### config.mk
export PLATFORM = sky130hd
export DESIGN_NAME = mod_updown_counter_flat
export DESIGN_NICKNAME = d
export VERILOG_FILES = /design/src/rtl/mod_updown_counter_if.sv /design/src/rtl/mod_updown_counter.sv /design/src/flat_wrapper.sv
export SDC_FILE = /design/constraint.sdc
export NUM_CORES = 1
export LEC_CHECK = 0
export CAP_MARGIN = 20
export CORE_UTILIZATION = 30
export CTS_CLUSTER_SIZE = 10
export DETAILED_ROUTE_END_ITERATION = 6
export GPL_ROUTABILITY_DRIVEN = 1
export GPL_TIMING_DRIVEN = 0
export PLACE_DENSITY_LB_ADDON = 0.12
export SETUP_SLACK_MARGIN = 0.15
export SLEW_MARGIN = 0
export SYNTH_ARGS = -nofsm -noshare
export SYNTH_HDL_FRONTEND = slang
export SYNTH_SLANG_ARGS = --single-unit
### constraint.sdc
create_clock -name clk -period 3.8 [get_ports clk]
set_input_delay 1.14 -clock clk [delete_from_list [all_inputs] [get_ports clk]]
set_output_delay 1.14 -clock clk [all_outputs]
set_load 0.01 [all_outputs]
### src/rtl/mod_updown_counter_if.sv
// Counter control/status bundle: the counter is the slave, its user the master.
interface mod_updown_counter_if #(
   parameter int WIDTH = 4
);
   logic             en;
   logic             up_dn;
   logic             load;
   logic [WIDTH-1:0] load_val;
   logic             clr;
   logic             ovf_clr;
   logic [WIDTH-1:0] count;
   logic             tc;
   logic             wrap;
   logic             ovf;

   modport master (
      output en, up_dn, load, load_val, clr, ovf_clr,
      input  count, tc, wrap, ovf
   );

   modport slave (
      input  en, up_dn, load, load_val, clr, ovf_clr,
      output count, tc, wrap, ovf
   );
endinterface

### src/rtl/mod_updown_counter.sv
// Up/down counter with programmable modulus, parallel load, synchronous clear,
// wrap-or-saturate boundary behaviour, a one-cycle wrap pulse and a sticky
// overflow flag. tc is combinational so instances can be cascaded.
module mod_updown_counter #(
   parameter int WIDTH    = 4,
   parameter int MODULUS  = 16,
   parameter bit SATURATE = 1'b0
) (
   input  logic                clk,
   input  logic                reset,
   mod_updown_counter_if.slave bus
);

   localparam logic [WIDTH-1:0] MAX_CNT = WIDTH'(MODULUS - 1);
   localparam logic [31:0]      MOD_EXT = 32'(MODULUS);

   logic [WIDTH-1:0] count_q, count_d;
   logic             wrap_q, wrap_d;
   logic             ovf_q, ovf_d;
   logic             tc;
   logic             boundary_evt;
   logic [WIDTH-1:0] load_clamped;

   // Terminal count depends only on the current count and direction, not on en.
   always_comb begin
      tc = bus.up_dn ? (count_q == MAX_CNT) : (count_q == '0);
   end

   // Boundary event: an enabled step that would leave the 0..MODULUS-1 range.
   always_comb begin
      boundary_evt = bus.en && !bus.clr && !bus.load && tc;
      load_clamped = (32'(bus.load_val) < MOD_EXT) ? bus.load_val : MAX_CNT;
   end

   // Next-state logic: clr > load > en > hold for count; wrap/ovf follow events.
   always_comb begin
      // NOTE: every output gets a default first so no path leaves a value
      // unassigned, which would otherwise infer a latch.
      count_d = count_q;
      wrap_d  = boundary_evt;
      ovf_d   = ovf_q;

      if (bus.clr) begin
         count_d = '0;
      end else if (bus.load) begin
         count_d = load_clamped;
      end else if (bus.en) begin
         if (tc) begin
            if (!SATURATE) begin
               count_d = bus.up_dn ? '0 : MAX_CNT;
            end
         end else begin
            count_d = bus.up_dn ? count_q + WIDTH'(1) : count_q - WIDTH'(1);
         end
      end

      // Set is applied after clear so a coincident event keeps the flag high.
      if (bus.ovf_clr) begin
         ovf_d = 1'b0;
      end
      if (boundary_evt) begin
         ovf_d = 1'b1;
      end
   end

   // State registers with asynchronous active-low reset.
   always_ff @(posedge clk or negedge reset) begin
      if (!reset) begin
         count_q <= '0;
         wrap_q  <= 1'b0;
         ovf_q   <= 1'b0;
      end else begin
         // NOTE: non-blocking assignments so every register samples the
         // pre-edge values, independent of statement order.
         count_q <= count_d;
         wrap_q  <= wrap_d;
         ovf_q   <= ovf_d;
      end
   end

   assign bus.count = count_q;
   assign bus.tc    = tc;
   assign bus.wrap  = wrap_q;
   assign bus.ovf   = ovf_q;

endmodule

### src/flat_wrapper.sv
// flat-port wrapper written by rule: the top's interface ports become plain ports
module mod_updown_counter_flat 
#(
   parameter int WIDTH    = 4,
   parameter int MODULUS  = 16,
   parameter bit SATURATE = 1'b0
)
  (clk, reset, bus_en, bus_up_dn, bus_load, bus_load_val, bus_clr, bus_ovf_clr, bus_count, bus_tc, bus_wrap, bus_ovf);
  mod_updown_counter_if #(.WIDTH(WIDTH)) bus_i ();
  input  logic clk;
  input  logic reset;
  input wire logic [$bits(bus_i.en)-1:0] bus_en;
  input wire logic [$bits(bus_i.up_dn)-1:0] bus_up_dn;
  input wire logic [$bits(bus_i.load)-1:0] bus_load;
  input wire logic [$bits(bus_i.load_val)-1:0] bus_load_val;
  input wire logic [$bits(bus_i.clr)-1:0] bus_clr;
  input wire logic [$bits(bus_i.ovf_clr)-1:0] bus_ovf_clr;
  output wire logic [$bits(bus_i.count)-1:0] bus_count;
  output wire logic [$bits(bus_i.tc)-1:0] bus_tc;
  output wire logic [$bits(bus_i.wrap)-1:0] bus_wrap;
  output wire logic [$bits(bus_i.ovf)-1:0] bus_ovf;
  assign bus_i.en = bus_en;
  assign bus_i.up_dn = bus_up_dn;
  assign bus_i.load = bus_load;
  assign bus_i.load_val = bus_load_val;
  assign bus_i.clr = bus_clr;
  assign bus_i.ovf_clr = bus_ovf_clr;
  assign bus_count = bus_i.count;
  assign bus_tc = bus_i.tc;
  assign bus_wrap = bus_i.wrap;
  assign bus_ovf = bus_i.ovf;
  mod_updown_counter #(.WIDTH(WIDTH), .MODULUS(MODULUS), .SATURATE(SATURATE)) u_core (.clk(clk), .reset(reset), .bus(bus_i));
endmodule
# Yosys cells after proc, flatten, opt, wreduce, memory -nomap -nowiden

Index checks and enable logic that the tools add are counted.

$add $sub $neg: 2
Eq/ne operators: 1
Muxes and demuxes: 9
Reductions and logical operators: 8

Operators with widths:

| operator                                                            | number |
|---|---|
| 4-bit two-way mux                                                   | 6 |
| 4-bit by 1-bit adder with 4-bit output (second input constant)      | 1 |
| 4-bit == test (second input constant)                               | 1 |
| 4-bit logical NOT                                                   | 1 |
| 4-bit by 1-bit subtractor with 4-bit output (second input constant) | 1 |
| 1-bit logical AND                                                   | 3 |
| 1-bit two-way mux                                                   | 3 |
| 3-bit nonzero test                                                  | 1 |
| 1-bit logical NOT                                                   | 2 |
| 2-bit nonzero test                                                  | 1 |

Bits in registers: 6
Output and inout port bits: 7
Word-level logic and storage cells: 23

# Longest topological paths before layout

Gate-level depths: netlist of the first run.

Word-level depth: 6
Mapped depth: 6
Gate-level depth less buffers: 6

# Worst setup path after synthesis of the first run

OpenSTA, ideal clock, no wires.

Path kind: input port to output port
Start point: in bus_up_dn
End point: out bus_tc
Arrival: 1930 ps
Required time: 2660 ps
Path slack: 730 ps
Cell stages on the path: 3
Path buffers: 0
Cells stage by stage: or4_4 > nand2b_4 > nand2_1

Cells in the longest elaborated chain, start to end: 1

RTL lines:

| what              | line                     | source |
|---|---|---|
| start, declared   | flat_wrapper.sv:13       | `input wire logic [$bits(bus_i.up_dn)-1:0] bus_up_dn;` |
| 1-bit two-way mux | mod_updown_counter.sv:26 | `tc = bus.up_dn ? (count_q == MAX_CNT) : (count_q == '0);` |
| end, declared     | flat_wrapper.sv:19       | `output wire logic [$bits(bus_i.tc)-1:0] bus_tc;` |

No other way between the ends.

# Worst setup path in the final report of the first run

Same ends and word-level chain as after synthesis.

==> impl_results.md, run 1 <==
* Die area at about 1700 µm²
* CP Data Required Time at 2.66 ns
* IO buf count at 16
* Vias in the first global route at 377
* Core box area at 1350 µm²
* Chip Width at 40.8 µm
* Die Y at 40.8 µm
* Drt via density at just under 5
* Prevailing post-synth register cell: dfrtp_1
* Clock Latency Late Sink at about 0.23 ns
* Root Driver: clkbuf_4
* Final worst slack at 0.293 ns
* Yosys cell types at 25
* Synth area leaders: dfrtp_1 (33%), a21oi_1 (6.6%), ha_1 (5.5%)
* Final Instance Area at 647 µm²
* Final setup violation count at 0
* VDD IR max at between 150 and 200 µV
* Pleak at 0.298 nW
* Crit Path Max Fanout at 5
* Area growth syn-to-layout at 43.2%
* Slew Limit Fails at 0
* Final TNS setup at 0 ns
* CTS tree: built
* DRC at 0
* Final core occ at a little under half
* Area share of fa/ha/maj cells after synthesis at approximately a tenth
* Worst R2R Start: u_core.bus.count[0]
* Final ANT Viol Nets at 0
* Area share of xor/xnor cells in the synthesized design at 7.76%
* Wire per inst at approximately 12 µm
* R2r endpoint: u_core.bus.count[1]
* Final Hold Fails at 0
* Inserted Diodes at 0
* Post-DP Area at ~630 µm²
* Filler cells at about 150
* H-tree depth at 1
* Main combinational cell family by area after synthesis: compound AO/OA/AOI/OAI gates
* Final WL at just under 1 mm
* NumNets Final at 84
* Compound-cell area share of the yosys netlist at between 20% and 30%
* Min-Delay Path Class: register to register
* Crit end category: primary output
* Synth area leader: dfrtp_1
* Pin count of the biggest net entering global routing at 11
* Total number of vias at 407
* Worst setup path end: bus_tc
* Worst-path cell chain: dlygate4sd2_1 -> or4_4 -> nand2b_4 -> nand2_1 -> clkbuf_2
* Post-Layout Cell Count at 83
* IO Pins at 18
* First-pass GRT wire length at approximately 1.5 mm
* Async S/R FF share, synth at 100%
* Setup CP Type: primary input to primary output
* Total GRT Usage at 14.1%
* Yosys reg bits at 6
* Synthesized area per cell at 9.22 µm²
* Crit path time final at 3.51 ns
* Share of the synthesized area in the top cell type at around a third
* DR iter-0 viols at 2
* DP Worst Slack at -0.347 ns
* Final RePlAce weighted congestion at 0.695
* Max Freq at approximately 290 MHz
* Status: completed
* Detailed Place HPWL at 807 µm
* Max incr delay on CP at 0.56 ns
* Worst clock skew at around 0.00080 ns
* Startpoint Class: primary input
* Synthesized instance count at 49
* Initial antenna violation count at 0
* Drt pass-1 iters at 2
* Clk buf depth at 2
* CTS sink cnt at 6
* Mapped Area at 452 µm²
* Grt total ovfl at 0
* Worst-path clk slew at 0.04 ns
* Slowest CP cell: or4_4
* Cell Pwr Density at 295 nW/µm²
* CTS Hold Buffers Added at 0
* FF-to-FF setup slack at 2.06 ns
* Initial cell density of the core at 33.5%
* Max Cap Violations at 0
* Worst path arrival time at roughly 2.4 ns
* Synth warnings at 0
* Placed instance count at 80
* Max transition margin at 75.0%
* Mux share of post-synthesis cell area at 0%
* Final worst path period share at between 90% and 100%
* Reg2reg path depth at 5
* CTS buffer count at 3
* Tightest Pin Transition at 0.375 ns
* Unrepaired setup endpoints after global routing: false
* Register area at around 150 µm²
* EDFF count, synth at 0
* Synthesized Nets at between 60 and 70
* Seq/Total Area, Yosys at 33.2%
* Multi-input logic area at 275 µm²
* Simple-Gate Fraction of Synth Area at 20.8%
* Std cell rows at 13
* Share of layout cells above drive strength 1 at 13.2%
* Crit path launch: bus_up_dn
[area by class of cell]
cell class / instances / share of cell area (%)
multi-input combinational: 36 / 42.6
timing repair buffer: 16 / 23.8
sequential: 6 / 23.2
clock buffer: 3 / 3.48
inverter: 6 / 3.48
tap: 15 / 2.90
buffer: 1 / 0.580
[worst min-delay path by stage]
stage / from / end / slack, ns / depth (start not counted)
after floorplan: u_core.bus.ovf / u_core.bus.ovf / 0.52 / 1
after global placement: u_core.bus.ovf / u_core.bus.ovf / 0.48 / 1
after detailed placement: u_core.bus.ovf / u_core.bus.ovf / 0.48 / 1
after CTS: u_core.bus.ovf / u_core.bus.ovf / 0.49 / 1
after global routing: u_core.bus.ovf / u_core.bus.ovf / 0.50 / 1
final: u_core.bus.ovf / u_core.bus.ovf / 0.49 / 1
[stage by stage]
stage | total power [mW] | hold slack (ns)
global placement | 0.140 | 0.478
floorplan | 0.110 | 0.521
CTS | 0.195 | 0.490
global route | 0.206 | 0.502
finish | 0.191 | 0.485
detailed placement | 0.140 | 0.476
[what timing repair did]
item,in CTS,in global routing
pin swaps,0,0
buffers inserted,0,0
endpoints found under the setup margin,1,1
gates resized for setup,3,1
[worst max-delay path, delay by kind of cell]
family                 cells  cell delay [ns]
buffers and inverters      2             0.43
AND/OR/NAND/NOR            3             0.80
[placed cells by master, fill, tap and decap left out]
cell	synthesis	routed
clkdlybuf4s50_1	0	14
inv_1	6	6
a21oi_1	6	6
dfrtp_1	6	6
nor2_1	3	3
clkbuf_4	0	3
nand2_1	2	2
a21o_1	2	2
xor2_1	2	2
xnor2_1	2	2
nor3_1	2	2
o21ai_0	2	2
ha_1	2	2
or4_4	1	1
nand2b_4	1	1
and4_1	1	1
nand2_2	1	1
clkbuf_1	1	1
nand2b_1	1	1
a211oi_4	1	1
nor2b_1	1	1
a31oi_1	1	1
a221oi_2	1	1
o21ai_1	1	1
nand3_1	1	1
nor3b_1	1	1
fa_1	1	1
dlygate4sd2_1	0	1
clkbuf_2	0	1
[state kept, by name, indices dropped and copies added, names as in the netlist]
signal,count
u_core.bus.count,4
u_core.bus.ovf,1
u_core.bus.wrap,1
[cells in the mapped netlist (2+ instances only)]
library cell	n
ha_1	2
xor2_1	2
xnor2_1	2
a21o_1	2
a21oi_1	6
nor2_1	3
inv_1	6
dfrtp_1	6
nand2_1	2
nor3_1	2
o21ai_0	2
[per-layer routing]
metal	share of wire, %	track usage [%]	vias up
li1	-	-	207
met1	49	19.5	193
met2	48	22.3	7
met3	2.6	1.63	0
met4	0	5.00	0
met5	0	0	-
[where the power goes]
part,internal (mW),switching (mW),leakage (nW)
logic,0.0341,0.0283,0.205
registers,0.0684,0.00651,0.0795
clock network,0.0354,0.0179,0.0138
[logic make-up (layout without fill, tap and decap cells)]
| logic type | Yosys count | in the layout |
|---|---|---|
| AO/OA/AOI/OAI | 14 | 14 |
| XOR/XNOR | 4 | 4 |
| adder cells (fa/ha/maj) | 3 | 3 |
| buffers and inverters | 7 | 26 |
| flip-flops | 6 | 6 |
| AND/OR/NAND/NOR | 15 | 15 |
Note: power is estimated with default switching activity, not from simulation.
==> run 2, diff against run 1 <==
CTS_BUF_LIST = sky130_fd_sc_hd__clkbuf_16   (was default)
==> impl_results.md, run 2 (synthesis results as in run 1) <==
* Worst path arrival time at 2.38 ns
* CP Data Required Time at 2.66 ns
* Hold_ws at between 0.4 and 0.5 ns
* Drt via density at 4.86
* Min-Delay Path Class: register to register
* Multi-input logic area at 275 µm²
* Area growth syn-to-layout at 54.8%
* CTS tree: built
* DP Worst Slack at -0.347 ns
* Max FFs per register at 4
* Grt total ovfl at 0
* Clk buf depth at 2
* Pin count of the biggest net entering global routing at 11
* Final worst slack at between 0.2 and 0.3 ns
* Max Freq at 284 MHz
* Filler cells at 146
* Unrepaired setup endpoints after global routing: false
* Setup bufs post-CTS at 0
* Clock Latency Late Sink at 0.22 ns
* Final worst path period share at between 90% and 100%
* H-tree depth at 1
* Register area at 150 µm²
* Crit end category: primary output
* Die Y at 40.8 µm
* Total GRT Usage at between 15 and 20%
* Crit Path Max Fanout at 5
* Setup CP Type: primary input to primary output
* Worst clock skew at 0.0000926 ns
* Final core occ at 51.8%
* NumNets Final at 84
* Worst-path clk slew at approximately 0.030 ns
* Status: completed
* Final WL at 996 µm
* Pleak at 0.321 nW
* Max Cap Violations at 0
* Final Hold Fails at 0
* First-pass GRT wire length at 1.61 mm
* Final Power at 302 µW
* Core box area at 1350 µm²
* Std cell rows at 13
* Inserted Diodes at 0
* Share of layout cells above drive strength 1 at 13.2%
* Final setup violation count at 0
* Most frequent cells in the layout: clkdlybuf4s50_1 (14), inv_1 (6), a21oi_1 (6), dfrtp_1 (6)
* Chip Width at 40.8 µm
* Final TNS setup at 0 ns
* Die area at ~1700 µm²
* Drt pass-1 iters at 2
* IO buf count at 16
* VDD IR max at 324 µV
* CTS Hold Buffers Added at 0
* Vias in the first global route at approximately 370
* Initial cell density of the core at 33.5%
* Final ANT Viol Nets at 0
* CTS sink cnt at 6
* Detailed Place HPWL at 807 µm
* Crit path time final at 3.52 ns
* Max transition margin at 75.1%
* Wire per inst at 12.0 µm
* Startpoint Class: primary input
* Total number of vias at 403
* Leading cell type in the layout, fill and taps excluded: clkdlybuf4s50_1
* Final RePlAce weighted congestion at 0.695
* Initial antenna violation count at 0
* Root Driver: clkbuf_16
* DRC at 0
* CTS buffer count at 3
* Slew Limit Fails at 0
* IO Pins at 18
* Tightest Pin Transition at 0.373 ns
* Cell Pwr Density at 431 nW/µm²
* DR iter-0 viols at 1
==> run 2: path summary, 6_finish.rpt <==
check | start | to | slack (ns) | depth (start not counted)
max | bus_up_dn | bus_tc | 0.28 | 5
min | u_core.bus.ovf | u_core.bus.ovf | 0.50 | 1
min reg2reg | u_core.bus.ovf | u_core.bus.ovf | 0.50 | 1
max reg2reg | u_core.bus.count[0] | u_core.bus.count[1] | 2.06 | 5
min in group asynchronous | reset | u_core.bus.count[1] | 1.15 | 1
max in group asynchronous | reset | u_core.bus.wrap | 2.46 | 1
==> run 2: stage by stage <==
| stage | instances | instance area [µm²] |
|---|---|---|
| 2_1_floorplan | 49 | 452 |
| 6_report | 83 | 699 |
| 4_1_cts | 83 | 704 |
| 3_3_place_gp | 80 | 631 |
| 3_5_place_dp | 80 | 631 |
| 5_1_grt | 83 | 699 |
==> run 2: critical path, cell delays in order <==
cell and delay (ns):
dlygate4sd2_1 0.30, or4_4 0.56, nand2b_4 0.18, nand2_1 0.07, clkbuf_2 0.13
==> run 2: routing by layer <==
metal	vias to the layer above	track usage [%]	share of wire (%)
met4	0	7.50	0
met1	186	20.7	48
met2	7	23.0	49
li1	210	-	-
met3	0	1.63	2.9
met5	-	0	0
==> run 2: cell type report <==
type                       count  area share (%)
buffer                         1           0.537
sequential                     6            21.5
inverter                       6            3.22
multi-input combinational     36            39.4
tap                           15            2.68
timing repair buffer          16            22.0
clock buffer                   3            10.7
==> run 2: power breakdown <==
group / internal (mW) / switching, mW / leakage (nW) / total (mW)
logic: 0.0341 / 0.0285 / 0.205 / 0.0626
clock network: 0.134 / 0.0296 / 0.0370 / 0.164
registers: 0.0685 / 0.00650 / 0.0795 / 0.0750
total: 0.237 / 0.0646 / 0.321 / 0.302
==> run 2: timing repair <==
action | CTS | global route
resized for setup | 3 | 1
endpoints found under the setup margin | 1 | 1
cloned | 0 | 0
==> run 3, diff against run 2 <==
CAP_MARGIN = 5   (was 20)
CORE_MARGIN = 5   (was default)
==> impl_results.md, run 3 (synthesis results as in run 1) <==
* IO Pins at 18
* Slew Limit Fails at 0
* Slowest CP cell: or4_4
* Max Freq at 284 MHz
* Setup CP Type: primary input to primary output
* Clk buf depth at 2
* Sw Pwr at 68.2 µW
* CTS sink cnt at 6
* Delay-heaviest family, CP: simple AND/OR/NAND/NOR gates
* Initial antenna violation count at 0
* Share of layout cells above drive strength 1 at 13.2%
* Max Cap Violations at 0
* Pin count of the biggest net entering global routing at 11
* Crit path time final at 3.52 ns
* Final worst path period share at 92.7%
* Multi-input logic area at around 280 µm²
* Worst path bufs/invs at 2
* Tightest Pin Transition at 0.415 ns
* Detailed Place HPWL at 866 µm
* Min-Delay Path Class: register to register
* Leading cell type in the layout, fill and taps excluded: clkdlybuf4s50_1
* Final setup violation count at 0
* Core box area at around 1500 µm²
* Comb pwr share at 20.3%
* Pleak at 0.321 nW
* Crit end category: primary output
* Die area at 2380 µm²
* Drt pass-1 iters at 4
* Sw Share at 22.3%
* Most frequent cells in the layout: clkdlybuf4s50_1 (14), inv_1 (6), a21oi_1 (6), dfrtp_1 (6)
* Register area at 150 µm²
* Max FFs per register at 4
* Final RePlAce weighted congestion at 0.718
* Wire per inst at 12.8 µm
* Status: completed
* Total GRT Usage at 9.79%
* First-pass GRT wire length at 1.87 mm
* CTS tree: built
* Vias in the first global route at 420
* Final ANT Viol Nets at 0
* Std cell rows at 14
* Placed instance count at 81
* IO buf count at 16
* Busiest grt layer: met2
* Die Y at 48.8 µm
* Unrepaired setup endpoints after global routing: false
* Final WL at approximately 1.1 mm
* Grt total ovfl at 0
* Post-Layout Cell Count at between 80 and 90
* Root Driver: clkbuf_16
* Hold_ws at 0.482 ns
* Startpoint Class: primary input
* Area growth syn-to-layout at 55.1%
* Chip Width at between 40 and 50 µm
* DR iter-0 viols at 7
* Clk pwr share at 55.0%
* Inserted Diodes at 0
* Crit Path Max Fanout at 5
* Total number of vias at 421
* CTS buffer count at 3
* M1 GR Usage at between 10% and 20%
* Pint at 237 µW
* Max transition margin at 72.4%
* Cell Pwr Density at 436 nW/µm²
* Initial cell density of the core at 30.7%
* VDD IR max at 311 µV
* Flop pwr share at between 20% and 30%
* Filler cells at between 100 and 150
* Met2 usage at 14.3%
* Final Hold Fails at 0
* Worst clock skew at 0.00131 ns
* Met3 GRT Util at 5.20%
* Drt via density at 5.01
* Worst-path cell chain: dlygate4sd2_1 -> or4_4 -> nand2b_4 -> nand2_1 -> clkbuf_2
* NumNets Final at between 80 and 90
* Clock Latency Late Sink at 0.23 ns
* DRC at 0
* Worst-path clk slew at 0.03 ns
* H-tree depth at 1
* Worst path arrival time at 2.38 ns
* Max incr delay on CP at about 0.57 ns
* CP Data Required Time at 2.66 ns
* CTS Hold Buffers Added at 0
## run 3: cell counts in the layout (fill, tap and decap cells not counted)
Identical to the previous run, type by type.
## run 3: final cells by class
cell class,instances,share of cell area [%]
clock buffer,3,10.7
inverter,6,3.21
buffer,1,0.536
timing repair buffer,16,22.0
multi-input combinational,36,39.3
tap,16,2.86
sequential,6,21.4
## run 3: per-layer routing
layer  up-vias  routed length, µm
met1       201                497
met2        12                494
li1        208                  -
met3         0                 80
met5         -                  0
met4         0                  0
## run 3: metrics by stage
step           setup TNS (ns)  worst slack [ns]  cell area (µm²)  total power, mW  util (%)
2_1_floorplan               0             0.730              452            0.110         -
3_3_place_gp           -0.346            -0.346              632            0.140      42.9
3_5_place_dp           -0.363            -0.363              632            0.140      42.9
4_1_cts                     0             0.171              706            0.311      48.0
5_1_grt                     0             0.230              701            0.322      47.6
6_report                    0             0.277              701            0.305      47.6
## run 3: timing repair
| item | in CTS | in global routing |
|---|---|---|
| resized for setup | 3 | 1 |
| setup endpoints to repair | 1 | 1 |
| setup buffers | 0 | 0 |
| pin swaps | 0 | 0 |
## run 3: final timing paths
kind	start	endpoint	slack, ns	depth (start not counted)
max reg2reg	u_core.bus.count[0]	u_core.bus.count[1]	2.10	5
max	bus_up_dn	bus_tc	0.28	5
max in group asynchronous	reset	u_core.bus.count[0]	2.44	1
min in group asynchronous	reset	u_core.bus.count[1]	1.15	1
min reg2reg	u_core.bus.ovf	u_core.bus.ovf	0.48	1
min	u_core.bus.ovf	u_core.bus.ovf	0.48	1
## run 3: power groups by stage
stage                     registers [mW]  logic [mW]  clock network [mW]
after global routing              0.0766      0.0692               0.176
final                             0.0754      0.0621               0.168
after floorplan                   0.0761      0.0338                   0
after detailed placement          0.0762      0.0639                   0
after global placement            0.0764      0.0633                   0
after CTS                         0.0756      0.0633               0.172
